===== src/rtl/lcd_pkg.sv =====
// Shared constants, state encodings and the power-on init ROM for the
// character-LCD bus scheduler.
package lcd_pkg;

    localparam int CNT_W = 20;

    localparam int E_PULSE_DEF   = 20;
    localparam int CNT_15MS_DEF  = 750_000;
    localparam int CNT_5MS_DEF   = 250_000;
    localparam int CNT_100US_DEF = 5_000;
    localparam int CNT_CMD_DEF   = 2_500;
    localparam int CNT_CLR_DEF   = 100_000;
    localparam int COLS_DEF      = 16;

    localparam logic [7:0] WAKEUP   = 8'h30;
    localparam logic [7:0] FUNC_SET = 8'h38;
    localparam logic [7:0] DISP_OFF = 8'h08;
    localparam logic [7:0] CLEAR    = 8'h01;
    localparam logic [7:0] HOME     = 8'h02;
    localparam logic [7:0] ENTRY    = 8'h06;
    localparam logic [7:0] DISP_ON  = 8'h0C;
    localparam logic [7:0] LINE0    = 8'h80;
    localparam logic [7:0] LINE1    = 8'hC0;

    typedef enum logic [2:0] {S_PWR, S_INIT, S_IDLE, S_XFER, S_WRAP} state_t;
    typedef enum logic [1:0] {P_IDLE, P_SETUP, P_HIGH, P_WAIT} phase_t;
    typedef enum logic [1:0] {W_5MS, W_100US, W_CMD, W_CLR} wait_sel_t;

    typedef struct packed {
        logic [7:0] data;
        wait_sel_t  wsel;
    } init_entry_t;

    function automatic init_entry_t init_rom(input logic [2:0] idx);
        case (idx)
            3'd0:    return '{data: WAKEUP,   wsel: W_5MS};
            3'd1:    return '{data: WAKEUP,   wsel: W_100US};
            3'd2:    return '{data: WAKEUP,   wsel: W_CMD};
            3'd3:    return '{data: FUNC_SET, wsel: W_CMD};
            3'd4:    return '{data: DISP_OFF, wsel: W_CMD};
            3'd5:    return '{data: CLEAR,    wsel: W_CLR};
            3'd6:    return '{data: ENTRY,    wsel: W_CMD};
            default: return '{data: DISP_ON,  wsel: W_CMD};
        endcase
    endfunction

    // Clear, home and the undocumented 0x03 alias all need the long wait.
    function automatic logic is_slow_cmd(input logic rs, input logic [7:0] data);
        return !rs && (data == CLEAR || data == HOME || data == 8'h03);
    endfunction

endpackage


===== src/rtl/lcd_byte_strobe.sv =====
// One LCD byte cycle: latch rs/data onto the bus, raise E for E_PULSE clocks
// one cycle later, then hold E low for the latched wait count and pulse done.
module lcd_byte_strobe
    import lcd_pkg::*;
#(
    parameter int E_PULSE = E_PULSE_DEF
) (
    input  logic             clk,
    input  logic             rst_n,
    input  logic             start,
    input  logic             rs,
    input  logic [7:0]       data,
    input  logic [CNT_W-1:0] wait_cnt,
    output logic             lcd_rs,
    output logic             lcd_e,
    output logic [7:0]       lcd_data,
    output logic             done
);

    localparam logic [CNT_W:0] E_LEN = (CNT_W + 1)'(E_PULSE);

    phase_t           phase_reg, phase_next;
    logic [CNT_W-1:0] cnt_reg, cnt_next;
    logic [CNT_W-1:0] wait_reg, wait_next;
    logic             rs_reg, rs_next;
    logic [7:0]       data_reg, data_next;
    logic             e_reg, e_next;
    logic             done_reg, done_next;
    logic [CNT_W:0]   cnt_inc;

    assign cnt_inc  = {1'b0, cnt_reg} + (CNT_W + 1)'(1);
    assign lcd_rs   = rs_reg;
    assign lcd_e    = e_reg;
    assign lcd_data = data_reg;
    assign done     = done_reg;

    always_ff @(posedge clk or negedge rst_n) begin
        if (!rst_n) begin
            phase_reg <= P_IDLE;
            cnt_reg   <= '0;
            wait_reg  <= '0;
            rs_reg    <= 1'b0;
            data_reg  <= 8'h00;
            e_reg     <= 1'b0;
            done_reg  <= 1'b0;
        end else begin
            phase_reg <= phase_next;
            cnt_reg   <= cnt_next;
            wait_reg  <= wait_next;
            rs_reg    <= rs_next;
            data_reg  <= data_next;
            e_reg     <= e_next;
            done_reg  <= done_next;
        end
    end

    always_comb begin
        phase_next = phase_reg;
        cnt_next   = cnt_reg;
        wait_next  = wait_reg;
        rs_next    = rs_reg;
        data_next  = data_reg;
        e_next     = e_reg;
        done_next  = 1'b0;
        case (phase_reg)
            P_IDLE: begin
                if (start) begin
                    rs_next    = rs;
                    data_next  = data;
                    wait_next  = wait_cnt;
                    phase_next = P_SETUP;
                end
            end
            // Bus has been stable for one clock; E rises now.
            P_SETUP: begin
                e_next     = 1'b1;
                cnt_next   = '0;
                phase_next = P_HIGH;
            end
            P_HIGH: begin
                if (cnt_inc >= E_LEN) begin
                    e_next     = 1'b0;
                    cnt_next   = '0;
                    phase_next = P_WAIT;
                end else begin
                    cnt_next = cnt_inc[CNT_W-1:0];
                end
            end
            P_WAIT: begin
                if (cnt_inc >= {1'b0, wait_reg}) begin
                    done_next  = 1'b1;
                    cnt_next   = '0;
                    phase_next = P_IDLE;
                end else begin
                    cnt_next = cnt_inc[CNT_W-1:0];
                end
            end
            default: phase_next = P_IDLE;
        endcase
    end

endmodule


===== src/rtl/lcd_bus_scheduler.sv =====
// Owns the 8-bit HD44780 bus: runs power-on init, then round-robin arbitrates
// two byte requesters, tracks the cursor and inserts line-wrap commands.
module lcd_bus_scheduler
    import lcd_pkg::*;
#(
    parameter int E_PULSE   = E_PULSE_DEF,
    parameter int CNT_15MS  = CNT_15MS_DEF,
    parameter int CNT_5MS   = CNT_5MS_DEF,
    parameter int CNT_100US = CNT_100US_DEF,
    parameter int CNT_CMD   = CNT_CMD_DEF,
    parameter int CNT_CLR   = CNT_CLR_DEF,
    parameter int COLS      = COLS_DEF
) (
    input  logic       clk,
    input  logic       rst_n,
    input  logic       req0_valid,
    input  logic       req0_rs,
    input  logic [7:0] req0_data,
    output logic       req0_ready,
    input  logic       req1_valid,
    input  logic       req1_rs,
    input  logic [7:0] req1_data,
    output logic       req1_ready,
    output logic       lcd_rs,
    output logic       lcd_rw,
    output logic       lcd_e,
    output logic [7:0] lcd_data,
    output logic       init_done,
    output logic       busy
);

    localparam int COL_W = $clog2(COLS + 1);
    localparam logic [CNT_W:0] PWR_LEN = (CNT_W + 1)'(CNT_15MS);

    state_t           state_reg, state_next;
    logic [CNT_W-1:0] pwr_cnt_reg, pwr_cnt_next;
    logic [2:0]       init_idx_reg, init_idx_next;
    logic             active_reg, active_next;
    logic             wrap_reg, wrap_next;
    logic             init_done_reg, init_done_next;
    logic             rr_reg, rr_next;
    logic             line_reg, line_next;
    logic [COL_W-1:0] col_reg, col_next;

    logic             bs_start, bs_rs, bs_done;
    logic [7:0]       bs_data;
    logic [CNT_W-1:0] bs_wait;
    logic             grant0, grant1;
    logic             sel_rs;
    logic [7:0]       sel_data;
    logic [COL_W-1:0] col_inc;
    logic [CNT_W:0]   pwr_inc;
    init_entry_t      init_entry;

    function automatic logic [CNT_W-1:0] wait_count(input wait_sel_t w);
        case (w)
            W_5MS:   return CNT_W'(CNT_5MS);
            W_100US: return CNT_W'(CNT_100US);
            W_CLR:   return CNT_W'(CNT_CLR);
            default: return CNT_W'(CNT_CMD);
        endcase
    endfunction

    assign init_entry = init_rom(init_idx_reg);
    assign grant0     = req0_valid && (!req1_valid || !rr_reg);
    assign grant1     = req1_valid && (!req0_valid || rr_reg);
    assign sel_rs     = grant1 ? req1_rs : req0_rs;
    assign sel_data   = grant1 ? req1_data : req0_data;
    assign col_inc    = col_reg + COL_W'(1);
    assign pwr_inc    = {1'b0, pwr_cnt_reg} + (CNT_W + 1)'(1);

    assign lcd_rw    = 1'b0;
    assign init_done = init_done_reg;
    assign busy      = (state_reg != S_IDLE);

    lcd_byte_strobe #(
        .E_PULSE (E_PULSE)
    ) u_strobe (
        .clk      (clk),
        .rst_n    (rst_n),
        .start    (bs_start),
        .rs       (bs_rs),
        .data     (bs_data),
        .wait_cnt (bs_wait),
        .lcd_rs   (lcd_rs),
        .lcd_e    (lcd_e),
        .lcd_data (lcd_data),
        .done     (bs_done)
    );

    always_ff @(posedge clk or negedge rst_n) begin
        if (!rst_n) begin
            state_reg     <= S_PWR;
            pwr_cnt_reg   <= '0;
            init_idx_reg  <= '0;
            active_reg    <= 1'b0;
            wrap_reg      <= 1'b0;
            init_done_reg <= 1'b0;
            rr_reg        <= 1'b0;
            line_reg      <= 1'b0;
            col_reg       <= '0;
        end else begin
            state_reg     <= state_next;
            pwr_cnt_reg   <= pwr_cnt_next;
            init_idx_reg  <= init_idx_next;
            active_reg    <= active_next;
            wrap_reg      <= wrap_next;
            init_done_reg <= init_done_next;
            rr_reg        <= rr_next;
            line_reg      <= line_next;
            col_reg       <= col_next;
        end
    end

    always_comb begin
        state_next     = state_reg;
        pwr_cnt_next   = pwr_cnt_reg;
        init_idx_next  = init_idx_reg;
        active_next    = active_reg;
        wrap_next      = wrap_reg;
        init_done_next = init_done_reg;
        rr_next        = rr_reg;
        line_next      = line_reg;
        col_next       = col_reg;
        bs_start       = 1'b0;
        bs_rs          = 1'b0;
        bs_data        = 8'h00;
        bs_wait        = '0;
        req0_ready     = 1'b0;
        req1_ready     = 1'b0;
        case (state_reg)
            S_PWR: begin
                if (pwr_inc >= PWR_LEN) begin
                    pwr_cnt_next  = '0;
                    init_idx_next = '0;
                    active_next   = 1'b0;
                    state_next    = S_INIT;
                end else begin
                    pwr_cnt_next = pwr_inc[CNT_W-1:0];
                end
            end
            // active_reg marks a ROM byte handed to the strobe and not yet done.
            S_INIT: begin
                if (!active_reg) begin
                    bs_start    = 1'b1;
                    bs_data     = init_entry.data;
                    bs_wait     = wait_count(init_entry.wsel);
                    active_next = 1'b1;
                end else if (bs_done) begin
                    active_next = 1'b0;
                    if (init_idx_reg == 3'd7) begin
                        init_done_next = 1'b1;
                        state_next     = S_IDLE;
                    end else begin
                        init_idx_next = init_idx_reg + 3'd1;
                    end
                end
            end
            S_IDLE: begin
                req0_ready = grant0;
                req1_ready = grant1;
                if (grant0 || grant1) begin
                    bs_start   = 1'b1;
                    bs_rs      = sel_rs;
                    bs_data    = sel_data;
                    bs_wait    = is_slow_cmd(sel_rs, sel_data) ? wait_count(W_CLR)
                                                               : wait_count(W_CMD);
                    state_next = S_XFER;
                    if (req0_valid && req1_valid) begin
                        rr_next = !rr_reg;
                    end
                    if (is_slow_cmd(sel_rs, sel_data)) begin
                        col_next  = '0;
                        line_next = 1'b0;
                    end else if (!sel_rs && sel_data[7]) begin
                        col_next  = COL_W'(sel_data[3:0]);
                        line_next = sel_data[6];
                    end else if (sel_rs) begin
                        col_next  = col_inc;
                        wrap_next = (int'(col_inc) >= COLS);
                    end
                end
            end
            S_XFER: begin
                if (bs_done) begin
                    state_next = wrap_reg ? S_WRAP : S_IDLE;
                end
            end
            S_WRAP: begin
                if (!active_reg) begin
                    bs_start    = 1'b1;
                    bs_data     = line_reg ? LINE0 : LINE1;
                    bs_wait     = wait_count(W_CMD);
                    active_next = 1'b1;
                end else if (bs_done) begin
                    active_next = 1'b0;
                    wrap_next   = 1'b0;
                    line_next   = !line_reg;
                    col_next    = '0;
                    state_next  = S_IDLE;
                end
            end
            default: state_next = S_PWR;
        endcase
    end

endmodule


===== config.mk =====
export PLATFORM = sky130hd
export DESIGN_NAME = lcd_bus_scheduler
export DESIGN_NICKNAME = d
export VERILOG_FILES = /design/src/rtl/lcd_pkg.sv /design/src/rtl/lcd_byte_strobe.sv /design/src/rtl/lcd_bus_scheduler.sv
export SDC_FILE = /design/constraint.sdc
export NUM_CORES = 1
export LEC_CHECK = 0
export CAP_MARGIN = 5
export CORE_MARGIN = 10
export CORE_UTILIZATION = 61
export DETAILED_ROUTE_END_ITERATION = 12
export PLACE_DENSITY = 0.81
export RECOVER_POWER = 100
export SLEW_MARGIN = 5
export SYNTH_ARGS = -nofsm -noshare
export SYNTH_HDL_FRONTEND = slang
export SYNTH_HIERARCHICAL = 1
export SYNTH_SLANG_ARGS = --single-unit

===== constraint.sdc =====
create_clock -name clk -period 5 [get_ports clk]
set_input_delay 1 -clock clk [delete_from_list [all_inputs] [get_ports clk]]
set_output_delay 1 -clock clk [all_outputs]
set_load 0.05 [all_outputs]

# Yosys cells after proc, flatten, opt, wreduce, memory -nomap -nowiden
# Index checks and enable logic that the tools add are counted.
[classes]
add_sub_neg = 4
n_lt_le_gt_ge = 4
eq_ne = 37
n_mux = 72
n_reduce_logical = 36
[ops]
columns = ["op", "count"]
rows = [
  ["$pmux 18 s3", 2],
  ["$mux 20", 3],
  ["$pmux 20 s3", 1],
  ["$pmux 8 s7", 1],
  ["$add 20x1->21 const B", 2],
  ["$mux 3", 13],
  ["$mux 17", 2],
  ["$mux 8", 4],
  ["$mux 5", 6],
  ["$mux 1", 24],
  ["$pmux 8 s3", 1],
  ["$ge 21x20->1", 1],
  ["$ge 21x20->1 const B", 1],
  ["$ge 21x5->1 const B", 1],
  ["$ne 2x2->1 const B", 10],
  ["$mux 18", 1],
  ["$eq 8x2->1 const B", 2],
  ["$eq 3x3->1 const B", 5],
  ["$pmux 3 s5", 1],
  ["$reduce_and 5->1", 3],
  ["$eq 3x2->1 const B", 4],
  ["$mux 12", 1],
  ["$ne 2x1->1 const B", 5],
  ["$pmux 1 s2", 5],
  ["other kinds (28)", 54],
]
[word_totals]
reg_bits = 89
input_bits = 22
out_inout_bits = 15
elab_cells = 169

# Longest topological paths before layout
# Gate-level depths: netlist (run 1).
[depth]
depth_word = 11
depth_mapped = 17
ltp_nobuf = 14

# Cells and area by module
# The synthesis (run 1) kept the hierarchy.
[modules_own_cells]
columns = ["module", "n_inst", "cells_per_inst", "area_per_inst_um2", "seq_area_each_um2"]
rows = [
  ["lcd_byte_strobe", 1, 354, 3450.8, 1326.3],
  ["lcd_bus_scheduler", 1, 381, 3057.9, 900.9],
]

# Worst setup path after synthesis (run 1)
# Ideal clock, no wire load.
[synth_path]
path_type = "flip-flop to flip-flop"
from = "register u_strobe.cnt_reg[2]"
to = "register u_strobe.cnt_reg[16]"
setup_time_ns = 0.076
t_arrival_ns = 3.426
t_required_ns = 4.924
slack_ns = 1.498
path_stages_with_launch = 16
path_buffers = 2
period_less_slack_ns = 3.502
cell_sequence = "dfrtp_1 -> buf_2 -> nand4_1 -> nor4_1 -> nand4_1 -> xor2_1 -> inv_1 -> ha_1 -> a31o_2 -> a21o_1 -> o32ai_2 -> a21oi_1 -> nor4_4 -> nor2_2 -> buf_6 -> o21ai_1"
[synth_via]
elab_chain_cells = 4
word_cells_on_any_way = 6
cone_classes = "1 x add/sub; 2 x order compare; 3 x mux"
[synth_lines]
columns = ["item", "line", "rtl"]
rows = [
  ["start: declaration", "lcd_byte_strobe.sv:23", "logic [CNT_W-1:0] cnt_reg, cnt_next;"],
  ["start signal: assignment", "lcd_byte_strobe.sv:48", "cnt_reg <= cnt_next;"],
  ["$add 20x1->21 *", "lcd_byte_strobe.sv:31", "assign cnt_inc = {1'b0, cnt_reg} + (CNT_W + 1)'(1);"],
  ["$ge 21x20->1 / $ge 21x5->1 (equally long branches)", "lcd_byte_strobe.sv:90, lcd_byte_strobe.sv:81", ""],
  ["$mux 20, on equally long branches", "lcd_byte_strobe.sv:90, lcd_byte_strobe.sv:81", ""],
  ["$pmux 20 s3 *", "lcd_byte_strobe.sv:65", "case (phase_reg)"],
]
# Every way passes the cells marked *; elsewhere a longest branch is shown, timed or not.
# A chain may end at the register's enable or synchronous reset.

# Worst setup path after layout (run 1)
[layout_path]
from = "register u_strobe.cnt_reg[0]"
to = "register u_strobe.cnt_reg[11]"
# The elaborated chain is that of the path after synthesis.

==> results.json, run 1 <==
{
  "die_w_um": 123.3,
  "cts_buffer_depth": 2,
  "die-area_um2": 15200,
  "tritoncts.num_buffers": 9,
  "cts_tree": "built",
  "pwr-share-clk_pct": 37.0,
  "yosysWarnings": 6,
  "grt_max_degree": 46,
  "fmax_mhz": 225.2,
  "ios": 37,
  "postCtsSetupBuffers": 0,
  "die_h_um": 123.3,
  "syn_inst": 735,
  "yosys.area.top_type": "dfrtp_1",
  "synth_top_family_by_area": "simple AND/OR/NAND/NOR gates",
  "finalSetupTns_ps": 0,
  "p_comb_share_pct": 5.2,
  "yosys_register_bits": 89,
  "globalplace.congestion": 0.9474,
  "via_count": 5458,
  "first_pass_iters": 8,
  "holdWs_ps": 474.9,
  "grt_pass1_vias": 5236,
  "cap_violations": 2,
  "async_flop_share_pct": 100.0,
  "clk_pin_slew_ps": 80,
  "start_util_pct": 62.77,
  "power_frac_seq_pct": 57.7,
  "tightest_slew_ps": 2504,
  "synth_ff_type": "dfrtp_1",
  "finalSetupViolations": 0,
  "power.switching_w": 0.0002998,
  "p_leak_nw": 3.102,
  "worstPathRequired_ps": 5280,
  "grt_setup_unrepaired": "false",
  "htree_levels": 3,
  "p_int_w": 0.0009614,
  "synth_xor_area_share_pct": 5.171,
  "antenna_found_initial": 0,
  "rows": 37,
  "synthSimpleGateAreaFrac_pct": 22.51,
  "cp_data_arrival_time_ps": 4720,
  "drtAntennaViolNets": 0,
  "dr.first_iter.drc_count": 527,
  "synth_top_area_share_pct": 34.22,
  "synth_edf_count": 0,
  "violations": "max-capacitance violations, max-slew violations",
  "holdBufCountCts": 0,
  "drive_gt1_share_pct": 9.492,
  "grt_usage_pct": 20.34,
  "grt_pass1_wl_um": 25380,
  "clock-root-buffer": "clkbuf_8",
  "core_um2": 10370,
  "synth_area_leaders": "dfrtp_1, ha_1, mux2_2, nand2_1, xnor2_1",
  "synthDistinctLibCells": 77,
  "grt-ovfl-total": 0,
  "area_growth_pct": 6.978,
  "critical-path-max-stage-delay_ps": 1210,
  "startpoint_type": "register",
  "ir_worst_vdd_mv": 0.1530,
  "hpwl_um": 10990,
  "wl_um": 15040,
  "maxSlewHeadroom_pct": -66.91,
  "path_buf_inv": 0,
  "total_power_w": 0.001261,
  "ctsResizeCount": 0,
  "power_density_nw_per_um2": 181.1,
  "synth.avg_cell_area_um2": 8.855,
  "hold_class": "register to register",
  "outcome": "complete, but fails checks",
  "worstPathCellList": "ha_1 > nand3_1 > o31a_1 > or3_1 > nor4_1 > nor4b_1 > o21ai_0 > o21ai_0",
  "synth_compound_area_share_pct": 16.78,
  "n_antenna_cell": 0,
  "slew_violations": 46,
  "period_share_pct": 88.81,
  "swShare_pct": 23.77,
  "path_max_fanout": 10,
  "layout.nets": 799,
  "hold_viol": 0,
  "port_buffers": 35,
  "syn_area_um2": 6509,
  "cpMostUsedCell": "o21ai_0",
  "numClockSinks": 89,
  "yosysSeqAreaShare_pct": 34.22,
  "remaining_drc_errors": 0,
  "post_drt_wl_per_cell_um": 17.01,
  "post_synth_fa_ha_maj_area_fraction_pct": 6.844,
  "finalClockSkew_ps": 9.737,
  "synth.area.mux_share_pct": 8.189,
  "cp_top_family": "simple AND/OR/NAND/NOR gates",
  "worst-setup-path-type": "register to register",
  "endpoint_kind": "register",
  "via_per_inst": 6.174,
  "min_period_ps": 4440,
  "clock_latency_ps": 370,
  "slowest_stage": "nor4b_1"
}
[path summary, 6_finish.rpt]
| check | cells past startpoint | start | endpoint | slack, ps |
|---|---|---|---|---|
| max | 8 | u_strobe/cnt_reg[0] | u_strobe/cnt_reg[11] | 560 |
| min | 1 | init_done | init_done | 470 |
| max reg2reg | 8 | u_strobe/cnt_reg[0] | u_strobe/cnt_reg[11] | 560 |
| min reg2reg | 1 | init_done | init_done | 470 |
| max in group asynchronous | 2 | rst_n | active_reg | 1430 |
| min in group asynchronous | 1 | rst_n | u_strobe/phase_reg[0] | 1390 |
[cell usage in the layout, fill, tap and decap left out, drive strengths merged, types with 5 or more instances in the layout]
master	n
dfrtp	89
mux2	34
nor4	10
o31ai	7
mux2i	15
clkdlybuf4s50	18
o22ai	9
and3	9
nor2	46
nand2	79
and2	8
nand4	15
a21oi	28
o211ai	10
ha	34
o21ai	50
nand3	28
nor3	23
o32ai	5
dlygate4sd3	16
inv	44
nand2b	12
conb	6
or4	6
or3	8
a31oi	10
xnor2	22
clkbuf	20
xor2	11
nor2b	7
[synth_stat cells (9+ instances only)]
cell      instances
nand2b_1         12
mux2i_1          15
xor2_1           11
o211ai_1         10
inv_1            44
nor2_1           45
o21ai_1          18
and3_1            9
buf_2            13
ha_1             34
dfrtp_1          89
nand3_1          26
a21oi_1          23
mux2_2           33
clkbuf_1         23
nand2_1          79
o21ai_0          32
nor3_1           21
o22ai_1           9
a31oi_1          10
nand4_1          11
xnor2_1          22
[stage by stage]
step	instances	worst slack, ps	cell area, um2	util, %
3_5_place_dp	868	864.8	6850	66.06
6_report	884	559.7	6963	67.15
4_1_cts	884	838.2	7025	67.75
2_1_floorplan	740	1498	6528	-
5_1_grt	884	296.8	6963	67.15
3_3_place_gp	868	1021	6850	66.06
[worst reg2reg max path: stages (launching register included)]
cell	delay (ps)
dfrtp_1	510
ha_1	340
nand3_1	320
o31a_1	360
or3_1	380
nor4_1	470
nor4b_1	1210
o21ai_0	480
o21ai_0	280
[kinds of logic after synthesis]
group	after synthesis
other	1
AND/OR/NAND/NOR	269
XOR/XNOR	35
buffers and inverters	93
flip-flops	89
adder cells (fa/ha/maj)	36
multiplexers	49
AO/OA/AOI/OAI	163
[final cells by class]
cell class | instances | area, um2
clock buffer | 14 | 162.7
clock inverter | 2 | 12.51
fill | 866 | 3407
inverter | 44 | 165.2
multi-input combinational | 558 | 3850
sequential | 89 | 2227
tap | 136 | 170.2
timing repair buffer | 41 | 375.4
[routing by layer]
metal	wire, um	share of wire (%)	track usage, %
met1	6643	44	26.72
met5	0	0	0
met2	7462	50	33.09
met4	256	1.7	7.060
met3	672	4.5	3.601
[power groups by stage]
| stage | Sequential (W) | Combinational (W) | Clock (W) |
|---|---|---|---|
| 2_1_floorplan | 0.000742 | 0.0000287 | 0 |
| 3_3_place_gp | 0.000742 | 0.0000666 | 0 |
| 3_5_place_dp | 0.000743 | 0.0000680 | 0 |
| 4_1_cts | 0.000728 | 0.0000683 | 0.000479 |
| 5_1_grt | 0.000730 | 0.0000748 | 0.000516 |
| 6_report | 0.000728 | 0.0000659 | 0.000467 |
Note: power is estimated with default switching activity, not from simulation.
==> inputs of run 2 (changes only) <==
Settings changed: HOLD_SLACK_MARGIN from default to 0.03.
==> results of run 2 <==
Final layout, timing and power as in run 1 (identical DEF).
==> inputs of run 3 (changes only) <==
Settings changed: CORE_UTILIZATION 61 to 25, PLACE_DENSITY 0.81 to default.
==> results.json, run 3 (synthesized netlist as in run 1, its figures left out) <==
{
  "globalplace.congestion": 0.8956,
  "mostFrequentLayoutCells": "dfrtp_1, nand2_1, nor2_1, inv_1, o21ai_0",
  "die-area_um2": 32890,
  "ir_worst_vdd_mv": 0.1544,
  "tritoncts.num_buffers": 9,
  "power_frac_seq_pct": 49.9,
  "start_util_pct": 25.63,
  "endpoint_kind": "register",
  "final_common_cell": "dfrtp_1",
  "power.switching_w": 0.0003650,
  "grt_pass1_wl_um": 26540,
  "outcome": "complete, but fails checks",
  "hold_viol": 0,
  "path_buf_inv": 1,
  "ios": 37,
  "pre_cts_ws_ps": 784.4,
  "cp_top_family": "compound AO/OA/AOI/OAI gates",
  "remaining_drc_errors": 0,
  "grt_max_degree": 62,
  "port_buffers": 35,
  "p_comb_share_pct": 4.6,
  "hold_class": "register to register",
  "whs_path_depth": 1,
  "maxSlewHeadroom_pct": -123.7,
  "swShare_pct": 25.01,
  "postCtsSetupBuffers": 0,
  "finalSetupTns_ps": 0,
  "area_growth_pct": 12.42,
  "rr_endpoint": "pwr_cnt_reg[19]",
  "critical-path-max-stage-delay_ps": 1140,
  "via_count": 5318,
  "cts_buffer_depth": 2,
  "worstPathCellList": "ha_1 > nand4_1 > or4_1 > and2_0 > a21oi_1 > o32ai_1 > a311oi_1 > clkbuf_1 > a31oi_1 > o21ai_0",
  "post-route-util_pct": 28.81,
  "wl_um": 15610,
  "die_w_um": 181.4,
  "pwr-share-clk_pct": 45.4,
  "finalClockSkew_ps": 10.54,
  "period_share_pct": 86.85,
  "grt_setup_unrepaired": "false",
  "hpwl_um": 11430,
  "first_pass_iters": 5,
  "cp_num_cells": 10,
  "worst-setup-path-type": "register to register",
  "post_drt_wl_per_cell_um": 14.47,
  "p_int_w": 0.001094,
  "drive_gt1_share_pct": 10.01,
  "holdBufCountCts": 0,
  "numClockSinks": 89,
  "clock_latency_ps": 360,
  "worstHoldEndpoint": "init_done",
  "startpoint_type": "register",
  "min_period_ps": 4343,
  "core_um2": 25400,
  "rr_worst_depth": 10,
  "fmax_mhz": 230.3,
  "p_leak_nw": 3.142,
  "cts_tree": "built",
  "path_max_fanout": 14,
  "drtAntennaViolNets": 0,
  "slew_violations": 101,
  "min_from": "init_done",
  "via_per_inst": 4.929,
  "n_antenna_cell": 0,
  "clock-root-buffer": "clkbuf_16",
  "grt-ovfl-total": 0,
  "die_h_um": 181.4,
  "worstPathRequired_ps": 5270,
  "setup_slack_ps": 657.3,
  "cp_data_arrival_time_ps": 4620,
  "total_power_w": 0.001460,
  "violations": "max-capacitance violations, max-slew violations",
  "grt_usage_pct": 9.501,
  "finalSetupViolations": 0,
  "clk_pin_slew_ps": 70,
  "antenna_found_initial": 0,
  "grt_pass1_vias": 5149,
  "rr_startpoint": "pwr_cnt_reg[0]",
  "cap_violations": 4,
  "power_density_nw_per_um2": 199.5,
  "htree_levels": 3,
  "reg2reg_setup_slack_ps": 660,
  "rows": 58,
  "tightest_slew_ps": 3355,
  "ctsResizeCount": 0,
  "dr.first_iter.drc_count": 410,
  "layout.nets": 800,
  "slowest_stage": "a311oi_1"
}
-- run 3: changes by cell type in the layout (fill, tap and decap cells not counted), sizes merged --
cell / previous run / this run
clkinv: 1 / 2
inv: 44 / 45
clkinvlp: 1 / 4
clkbuf: 20 / 15
buf: 1 / 2
-- run 3: power groups by stage --
stage / Clock [W] / Combinational [W] / Sequential [W]
CTS: 0.000685 / 0.0000708 / 0.000729
floorplan: 0 / 0.0000287 / 0.000742
global placement: 0 / 0.0000694 / 0.000742
finish: 0.000663 / 0.0000676 / 0.000729
global route: 0.000709 / 0.0000765 / 0.000729
detailed placement: 0 / 0.0000706 / 0.000743
-- run 3: worst max path at each step --
stage,from,endpoint,slack (ps)
2_1_floorplan,u_strobe/cnt_reg[2],u_strobe/cnt_reg[16],1500
3_3_place_gp,u_strobe/cnt_reg[0],u_strobe/cnt_reg[2],980
3_5_place_dp,u_strobe/cnt_reg[2],u_strobe/cnt_reg[2],780
4_1_cts,u_strobe/cnt_reg[2],u_strobe/cnt_reg[2],760
5_1_grt,pwr_cnt_reg[0],pwr_cnt_reg[19],260
6_report,pwr_cnt_reg[0],pwr_cnt_reg[19],660
-- run 3: area by class of cell --
cell class / instances / area, um2
fillers: 2724 / 18080
repair buffers: 42 / 379.1
flip-flops and latches: 89 / 2227
inverters: 44 / 165.2
multi-input cells: 558 / 3851
clock inverters: 7 / 56.30
well taps: 330 / 412.9
clock buffers: 9 / 225.2
-- run 3: routing by layer --
| layer | track usage, % | wire (um) | up-vias |
|---|---|---|---|
| met5 | 0 | 0 | - |
| met4 | 3.840 | 249 | 0 |
| met3 | 1.658 | 507 | 13 |
| met2 | 15.07 | 7180 | 88 |
| met1 | 12.47 | 7672 | 2565 |
| li1 | - | - | 2652 |
-- run 3: through the flow --
step	hold slack, ps	cells	area [um2]
after floorplan	467.5	740	6528
final	476.6	1079	7317
after global routing	515.1	1079	7317
after global placement	485.7	1063	7101
after detailed placement	460.3	1063	7101
after CTS	482.5	1079	7382
